$ cat src/rtl/fetch_stage_pkg.sv
// Shared types for the RV32 fetch stage and its consumers (decode reuses if_id_t).
package fetch_stage_pkg;

  // Canonical RV32 no-op: addi x0, x0, 0
  localparam logic [31:0] NOP_INSTR = 32'h0000_0013;

  // FETCH: idle, WAIT: response wanted, DROP: response will be discarded
  typedef enum logic [1:0] {
    FETCH = 2'd0,
    WAIT  = 2'd1,
    DROP  = 2'd2
  } fetch_state_t;

  // IF/ID pipeline register contents; RV32 only, so fields are 32 bits wide
  typedef struct packed {
    logic        valid;
    logic [31:0] pc;
    logic [31:0] pc_plus4;
    logic [31:0] instr;
  } if_id_t;

endpackage

$ cat src/rtl/fetch_stage_hold_buf.sv
// One-entry buffer that parks an imem response while decode is stalled.
module fetch_hold_buf
  import fetch_stage_pkg::*;
#(
  parameter int XLEN = 32
) (
  input  logic            clk,
  input  logic            rst,
  input  logic            load,
  input  logic            consume,
  input  logic            clear,
  input  logic [XLEN-1:0] load_pc,
  input  logic [31:0]     load_instr,
  output logic            valid,
  output logic [XLEN-1:0] pc,
  output logic [31:0]     instr
);

  // Occupancy flag: clear beats load, load beats consume
  always_ff @(posedge clk) begin
    if (rst)          valid <= 1'b0;
    else if (clear)   valid <= 1'b0;
    else if (load)    valid <= 1'b1;
    else if (consume) valid <= 1'b0;
  end

  // Payload capture on load
  // NOTE: payload is not reset; it is only ever read while valid is set.
  always_ff @(posedge clk) begin
    if (load) begin
      pc    <= load_pc;
      instr <= load_instr;
    end
  end

endmodule

$ cat src/rtl/fetch_stage.sv
// RV32 fetch stage: PC generation, single-outstanding imem handshake and
// the IF/ID register. Optional macro FETCH_PERF_CNT_EN adds the two
// performance counters; without it both counter outputs are tied to zero.
module fetch_stage
  import fetch_stage_pkg::*;
#(
  parameter int              XLEN     = 32,
  parameter logic [XLEN-1:0] RESET_PC = 32'h0000_0000
) (
  input  logic            clk,
  input  logic            rst,
  input  logic            stall_if,
  input  logic            stall_id,
  input  logic            flush_branch,
  input  logic            flush_jump,
  input  logic [XLEN-1:0] redirect_pc,
  output logic            imem_req,
  output logic [XLEN-1:0] imem_addr,
  input  logic            imem_rvalid,
  input  logic [31:0]     imem_rdata,
  output logic            id_valid,
  output logic [XLEN-1:0] id_pc,
  output logic [XLEN-1:0] id_pc_plus4,
  output logic [31:0]     id_instr,
  output logic [31:0]     perf_fetch_cnt,
  output logic [31:0]     perf_bubble_cnt
);

  fetch_state_t    state_q;
  logic [XLEN-1:0] pc_q;
  logic [XLEN-1:0] req_pc_q;   // address of the request currently outstanding
  if_id_t          id_q;

  logic            redirect;
  logic            issue;
  logic            resp_ok;
  logic            hold_valid;
  logic [XLEN-1:0] hold_pc;
  logic [31:0]     hold_instr;

  assign redirect = flush_branch | flush_jump;

  // A new request may leave when nothing is outstanding, or when the
  // outstanding one returns in this very cycle.
  assign issue = !rst && !redirect && !stall_if && !stall_id && !hold_valid &&
                 ((state_q == FETCH) || (state_q == WAIT && imem_rvalid));

  // Response that is wanted and not killed by a redirect this cycle
  assign resp_ok = (state_q == WAIT) && imem_rvalid && !redirect;

  assign imem_req  = issue;
  assign imem_addr = pc_q;

  fetch_hold_buf #(.XLEN(XLEN)) u_hold (
    .clk        (clk),
    .rst        (rst),
    .load       (resp_ok && stall_id),
    .consume    (!redirect && !stall_id && hold_valid),
    .clear      (redirect),
    .load_pc    (req_pc_q),
    .load_instr (imem_rdata),
    .valid      (hold_valid),
    .pc         (hold_pc),
    .instr      (hold_instr)
  );

  // PC and request-tracking state machine
  // NOTE: non-blocking assignments so every register sees pre-edge values.
  always_ff @(posedge clk) begin
    if (rst) begin
      pc_q     <= RESET_PC;
      req_pc_q <= '0;
      state_q  <= FETCH;
    end else begin
      if (issue) req_pc_q <= pc_q;

      if (redirect)   pc_q <= {redirect_pc[XLEN-1:2], 2'b00};
      else if (issue) pc_q <= pc_q + XLEN'(4);

      case (state_q)
        FETCH: if (issue) state_q <= WAIT;
        WAIT: begin
          if (redirect)         state_q <= imem_rvalid ? FETCH : DROP;
          else if (imem_rvalid) state_q <= issue ? WAIT : FETCH;
        end
        DROP:    if (imem_rvalid) state_q <= FETCH;
        default: state_q <= FETCH;
      endcase
    end
  end

  // IF/ID register: redirect > stall > held response > fresh response > bubble
  always_ff @(posedge clk) begin
    if (rst) begin
      id_q <= '{valid: 1'b0, pc: '0, pc_plus4: '0, instr: NOP_INSTR};
    end else if (redirect) begin
      id_q.valid <= 1'b0;
      id_q.instr <= NOP_INSTR;
    end else if (stall_id) begin
      id_q <= id_q;
    end else if (hold_valid) begin
      id_q <= '{valid: 1'b1, pc: hold_pc, pc_plus4: hold_pc + 32'd4, instr: hold_instr};
    end else if (resp_ok) begin
      id_q <= '{valid: 1'b1, pc: req_pc_q, pc_plus4: req_pc_q + 32'd4, instr: imem_rdata};
    end else begin
      id_q.valid <= 1'b0;
      id_q.instr <= NOP_INSTR;
    end
  end

  assign id_valid    = id_q.valid;
  assign id_pc       = id_q.pc;
  assign id_pc_plus4 = id_q.pc_plus4;
  assign id_instr    = id_q.instr;

`ifdef FETCH_PERF_CNT_EN
  logic id_load;
  assign id_load = !redirect && !stall_id && (hold_valid || resp_ok);

  // Free-running delivery and bubble counters, wrapping at 2^32
  always_ff @(posedge clk) begin
    if (rst) begin
      perf_fetch_cnt  <= '0;
      perf_bubble_cnt <= '0;
    end else begin
      if (id_load)                  perf_fetch_cnt  <= perf_fetch_cnt + 32'd1;
      if (!id_q.valid && !stall_id) perf_bubble_cnt <= perf_bubble_cnt + 32'd1;
    end
  end
`else
  assign perf_fetch_cnt  = '0;
  assign perf_bubble_cnt = '0;
`endif

endmodule

$ cat config.mk
export PLATFORM = sky130hd
export DESIGN_NAME = fetch_stage
export DESIGN_NICKNAME = d
export VERILOG_FILES = /design/src/rtl/fetch_stage_pkg.sv /design/src/rtl/fetch_stage_hold_buf.sv /design/src/rtl/fetch_stage.sv
export SDC_FILE = /design/constraint.sdc
export NUM_CORES = 1
export LEC_CHECK = 0
export CAP_MARGIN = 20
export CORE_MARGIN = 8
export CORE_UTILIZATION = 49
export DETAILED_ROUTE_END_ITERATION = 8
export GPL_ROUTABILITY_DRIVEN = 1
export PLACE_DENSITY_LB_ADDON = 0.05
export SYNTH_ARGS = -nofsm -noshare
export SYNTH_HDL_FRONTEND = slang
export SYNTH_HIERARCHICAL = 1
export SYNTH_SLANG_ARGS = --single-unit
$ cat constraint.sdc
create_clock -name clk -period 4.2 [get_ports clk]
set_input_delay 1.05 -clock clk [delete_from_list [all_inputs] [get_ports clk]]
set_output_delay 1.05 -clock clk [all_outputs]
set_load 0.01 [all_outputs]
==> results.tsv, run 1 <==
stage	metric	value	unit
clocking	Clk Latency, worst-skew pair	0.52	ns
die	die height	159	µm
logic_synthesis	most common cell in the netlist	dfxtp_1	
pwr	maximum vdd drop	0.297	mV
placed_design	Placer Congestion	0.788	
clocking	post-CTS setup repair buffer count	0	
sta	period utilisation layout	90.8	%
drt	drt total wl	26.4	mm
cells_and_area	Layout Nets	1310	
logic_synthesis	Yosys reg bits	222	
drt	drt drc	0	
sta	Final Hold Viols	0	
logic_synthesis	share of the synthesized area in the top cell type	31.4	%
placed_design	Cell Area, Placed	12000	µm²
logic_synthesis	Cell variety after synth	62	
clocking	clock sinks	222	
sta	Tmin final	3.81	ns
clocking	clk slew on worst S/H paths	0.06	ns
clocking	# H-tree levels	1	
die	row count	52	
global_route	initial antenna violation count	0	
global_route	vias in the first global route	7985	
logic_synthesis	Gate Count Post-Synth	1065	
logic_synthesis	top_reg_cell synth	dfxtp_1	
clocking	Root Buffer	clkbuf_16	
critical_path	arrival time at the worst endpoint	2.76	ns
drt	DRT Pass-1 Iters	5	
global_route	largest net degree at the start of global routing	72	
logic_synthesis	top cells by count, synth	158 x dfxtp_1, 136 x nand2_1, 71 x a21oi_1	
logic_synthesis	syn_area_per_cell	9.46	µm²
cells_and_area	Layout area overhead	27.7	%
cells_and_area	Final Cell Area	12900	µm²
sta	Setup Skew	0.0192	ns
logic_synthesis	post-synth design cell area	10100	µm²
sta	Setup-failing EPs final	0	
cells_and_area	fraction of layout cells with a size suffix above 1	7.64	%
die	boundary pin count	265	
logic_synthesis	cell taking the most area after synthesis	dfxtp_1	
drt	WL/cell	17.3	µm
pwr	PD cells	366	nW/µm²
logic_synthesis	YS warnings	6	
clocking	hold buffers post-CTS	0	
worst_hold_path	Hold Path Class	reg -> reg	
die	die width	159	µm
cells_and_area	number of diodes	0	
sta	Least-Margin Pin Slew	0.800	ns
sta	highest clock rate	262	MHz
logic_synthesis	async set or reset register ratio after synthesis	0	%
critical_path	CP Max Fanout	3	
drt	Vias	8355	
run	max-cap violations	0	
cells_and_area	Core Util, Final	63.6	%
drt	initial DRC count	563	
placed_design	PortBufs	196	
global_route	total track usage	20.0	%
drt	Vias/cell	5.48	
die	starting density of the core	49.8	%
die	core area	20200	µm²
global_route	first-pass GRT wire length	43.3	mm
pwr	leak pwr	0.00431	µW
clocking	Num CTS Buffers	25	
status	status	finished, final reports clean	
global_route	GR Overflow Total	0	
logic_synthesis	Post-synth EDFFs	64	
drt	post-route ant nets	0	
sta	RSZ-0062 raised after global routing	no	
clocking	CTS tree	built	
critical_path	critical path startpoint category	input port	
placed_design	DP Wirelength	18.4	mm
clocking	Resized cells post-CTS	0	
cells_and_area	Fill cells	1750	
critical_path	CP Data Required Time	3.15	ns
sta	setup TNS	0	ns
critical_path	kind of critical path	in -> out	
sta	Max-slew headroom	46.7	%
sta	Max Slew Vio Count	0	
die	Die Area	25400	µm²
critical_path	crit end category	output port	
clocking	CTS max path bufs	3	
logic_synthesis	synth top area cells	dfxtp_1 31%, edfxtp_1 19%, buf_4 5.1%, nand2_1 5.1%, a21oi_1 3.5%	
logic_synthesis	Seq/Total Area, Yosys	50.5	%
power by group:
group	switching (µW)	internal, µW
registers	40.3	2220
clock network	880	1270
logic	156	142
layer usage:
metal | routed length, µm | GRT usage [%] | vias up
met5 | 0 | 0 | -
met4 | 209 | 3.43 | 0
met3 | 1950 | 5.30 | 18
met2 | 11300 | 29.4 | 282
met1 | 12900 | 29.3 | 3922
li1 | - | - | 4133
worst max-delay path: stages:
cell and delay [ns]:
clkdlybuf4s50_1 0.42, nor4_1 0.39, buf_4 0.20, nand3_2 0.07
inv_2 0.09, clkdlybuf4s50_1 0.54
area by class of cell:
class                           count  area, µm²  area share, %
Inverter                            9       33.8          0.263
Sequential cell                   222       5090           39.6
Multi-Input combinational cell    762       4420           34.4
Timing Repair Buffer              217       2150           16.7
Clock inverter                     12       77.6          0.603
Clock buffer                       34        754           5.87
Tap cell                          270        338           2.63
state kept, by name (all words and copies together) (netlist names):
register / flops
id_instr: 32
id_pc: 32
id_pc_plus4: 30
id_valid: 1
imem_addr: 30
req_pc_q: 30
state_q: 2
u_hold/instr: 32
u_hold/pc: 32
u_hold/valid: 1
kinds of logic (layout without fill, tap and decap cells):
group	Yosys count	count (layout)	share of synthesized area, %
AO/OA/AOI/OAI	226	226	15.0
XOR/XNOR	7	7	0.609
adder cells (fa/ha/maj)	2	2	0.248
buffers and inverters	148	272	8.35
flip-flops	222	222	50.5
multiplexers	45	45	4.68
other	1	68	0.0372
AND/OR/NAND/NOR	414	414	20.6
through the flow:
stage	instances	hold WS, ns	total power, µW	worst slack (ns)
after floorplan	1132	0.426	2490	0.315
after CTS	1526	0.459	4760	0.386
after detailed placement	1480	0.448	2610	0.387
after global placement	1480	0.442	2600	0.350
after global routing	1526	0.476	4880	0.249
final	1526	0.459	4710	0.386
final timing paths:
| check | from | end | slack, ns | cells after the start |
|---|---|---|---|---|
| min | id_pc_plus4[4] | id_pc_plus4[4] | 0.46 | 2 |
| min reg2reg | id_pc_plus4[4] | id_pc_plus4[4] | 0.46 | 2 |
| max | flush_jump | imem_req | 0.39 | 6 |
| max reg2reg | u_hold/valid | id_pc_plus4[26] | 1.24 | 7 |
layout by cell type (no fill, tap or decap), types with 4 or more instances in the layout:
cell type          n
a211oi_1          28
a21oi_1           71
a221oi_1          32
a22oi_1            8
a31oi_1           13
and3_1             8
buf_4             19
clkbuf_1           4
clkbuf_16         29
clkdlybuf4s50_1  194
clkinv_2           6
conb_1            68
dfxtp_1          157
edfxtp_1          64
inv_1              7
mux2_2            17
mux2i_1           28
nand2_1          136
nand3_1           56
nand3b_1           5
nand4_1           28
nand4b_1           5
nor2_1            56
nor2b_1           30
nor3_1            53
nor4_1             5
o211ai_1           6
o21ai_0           26
o22ai_1            5
o311ai_0           9
o31ai_1            6
or3_1              6
or4_1              7
xnor2_1            4
(Power assumes the default switching activity.)
==> run 2: changes to the inputs <==
--- a/config.mk
+++ b/config.mk
@@ -10,6 +10,7 @@
 export CORE_UTILIZATION = 49
 export DETAILED_ROUTE_END_ITERATION = 8
 export GPL_ROUTABILITY_DRIVEN = 1
+export MAX_ROUTING_LAYER = met4
 export PLACE_DENSITY_LB_ADDON = 0.05
 export SYNTH_ARGS = -nofsm -noshare
 export SYNTH_HDL_FRONTEND = slang
==> results.tsv, run 2 (synthesized netlist as in run 1, its figures left out) <==
stage	metric	value	unit	change
status	status	finished, final reports clean		
clocking	post-CTS setup repair buffer count	0		unchanged
drt	DRT Pass-1 Iters	5		unchanged
global_route	first-pass GRT wire length	43.3	mm	-0.15%
drt	drt drc	0		unchanged
die	Die Area	25400	µm²	unchanged
cells_and_area	Cell Count, Final, Fillers Out	1526		unchanged
clocking	Clk Latency, worst-skew pair	0.52	ns	about the same
global_route	met3 usage	4.40	%	-0.90 points
global_route	GR Overflow Total	0		unchanged
pwr	Clk pwr share	45.6	%	about the same
placed_design	Placer Congestion	0.799		+1.4%
critical_path	CP Max Fanout	3		unchanged
sta	Final Hold Viols	0		unchanged
placed_design	PortBufs	196		unchanged
global_route	initial antenna violation count	0		unchanged
global_route	largest net degree at the start of global routing	72		unchanged
critical_path	arrival time at the worst endpoint	2.76	ns	about the same
critical_path	kind of critical path	in -> out		
sta	Setup-failing EPs final	0		unchanged
global_route	met1 Resource Use GR	29.7	%	+0.42 points
sta	setup TNS	0	ns	unchanged
sta	RSZ-0062 raised after global routing	no		
cells_and_area	Layout Nets	1310		unchanged
pwr	Reg power frac	48.1	%	about the same
clocking	Root Buffer	clkbuf_16		
drt	Vias/cell	5.48		about the same
pwr	maximum vdd drop	0.297	mV	about the same
sta	highest clock rate	263	MHz	+0.19%
global_route	busiest grt layer	met1		
die	core area	20200	µm²	unchanged
drt	initial DRC count	543		-3.6%
worst_hold_path	Hold Path Class	reg -> reg		
clocking	CTS tree	built		
pwr	PD cells	366	nW/µm²	about the same
die	starting density of the core	49.8	%	unchanged
clocking	Num CTS Buffers	25		unchanged
pwr	Internal Power	3640	µW	about the same
sta	Setup Skew	0.0185	ns	-0.000655 ns
cells_and_area	Layout area overhead	27.7	%	unchanged
cells_and_area	number of diodes	0		unchanged
sta	period utilisation layout	90.6	%	-0.17 points
clocking	hold buffers post-CTS	0		unchanged
die	row count	52		unchanged
critical_path	worst reg2reg startpoint	u_hold/valid		
pwr	Gate power share	6.3	%	about the same
cells_and_area	fraction of layout cells with a size suffix above 1	7.64	%	unchanged
critical_path	CP Capture Point	imem_req		
critical_path	reg2reg end	id_pc_plus4[26]		
cells_and_area	commonest non-fill, non-tap cells in the layout	194 x clkdlybuf4s50_1, 157 x dfxtp_1, 136 x nand2_1		
clocking	clk slew on worst S/H paths	0.06	ns	about the same
sta	Least-Margin Pin Slew	0.797	ns	-0.00297 ns
die	die width	159	µm	unchanged
placed_design	dpl cells	1480		unchanged
drt	WL/cell	17.2	µm	-0.55%
sta	Hold Slack	0.459	ns	+0.000224 ns
critical_path	critical path startpoint category	input port		
cells_and_area	Core Util, Final	63.6	%	unchanged
clocking	# H-tree levels	1		unchanged
critical_path	Crit. Startpoint	flush_jump		
critical_path	CP Data Required Time	3.15	ns	about the same
clocking	Resized cells post-CTS	0		unchanged
sta	Tmin final	3.81	ns	-0.00718 ns
placed_design	DP Wirelength	18.4	mm	unchanged
pwr	leak pwr	0.00431	µW	unchanged
critical_path	crit end category	output port		
drt	Vias	8360		+0.060%
global_route	total track usage	20.6	%	+0.57 points
drt	drt total wl	26.3	mm	-0.55%
pwr	P_sw	1070	µW	-0.16%
critical_path	Worst R2R Setup Slack	1.29	ns	+0.05 ns
sta	Max Slew Vio Count	0		unchanged
pwr	Net Sw Frac	22.8	%	-0.029 points
run	max-cap violations	0		unchanged
critical_path	Reg2Reg Depth	7		unchanged
sta	Max-slew headroom	46.9	%	+0.20 points
global_route	GRT met2 Usage	29.5	%	+0.16 points
clocking	CTS max path bufs	3		unchanged
global_route	vias in the first global route	7977		-0.10%
die	die height	159	µm	unchanged
clocking	clock sinks	222		unchanged
die	boundary pin count	265		unchanged
cells_and_area	commonest non-fill, non-tap cell in the layout	clkdlybuf4s50_1		
drt	post-route ant nets	0		unchanged
==> run 2: per-stage QoR <==
stage | instance area (µm²) | power, µW | worst slack [ns]
6_report | 12900 | 4710 | 0.393
5_1_grt | 12900 | 4880 | 0.249
4_1_cts | 12900 | 4760 | 0.386
3_5_place_dp | 12000 | 2610 | 0.387
3_3_place_gp | 12000 | 2600 | 0.350
2_1_floorplan | 10300 | 2490 | 0.315
==> run 2: layer usage <==
layer	wire [µm]	part of all wire, %
met1	13000	50
met2	11300	43
met3	1760	6.7
met4	236	0.90
met5	0	0
==> run 2: cell type report <==
cell class	instances	area, µm²
sequential	222	5090
inverter	9	33.8
fill	1750	7370
multi-input combinational	762	4420
timing repair buffer	217	2150
clock buffer	34	754
clock inverter	12	77.6
tap	270	338
==> run 2: how the worst min path moves through the flow <==
stage / from / to / slack [ns] / depth (start not counted)
5_1_grt: req_pc_q[13] / u_hold/pc[13] / 0.48 / 0
6_report: id_pc_plus4[4] / id_pc_plus4[4] / 0.46 / 2
4_1_cts: id_pc_plus4[7] / id_pc_plus4[7] / 0.46 / 2
3_5_place_dp: id_pc_plus4[7] / id_pc_plus4[7] / 0.45 / 2
3_3_place_gp: id_pc_plus4[6] / id_pc_plus4[6] / 0.44 / 2
2_1_floorplan: req_pc_q[13] / u_hold/pc[13] / 0.43 / 0
==> run 2: power by group through the flow <==
stage / clock network (µW) / registers (µW) / logic, µW
after floorplan: 0 / 2310 / 182
final: 2150 / 2260 / 299
after detailed placement: 0 / 2310 / 297
after global placement: 0 / 2310 / 295
after CTS: 2200 / 2260 / 298
after global routing: 2290 / 2270 / 328
==> run 2: worst max-delay path, stage by stage <==
cell and delay [ns]:
clkdlybuf4s50_1 0.42, nor4_1 0.38, buf_4 0.20, nand3_2 0.07
inv_2 0.09, clkdlybuf4s50_1 0.54
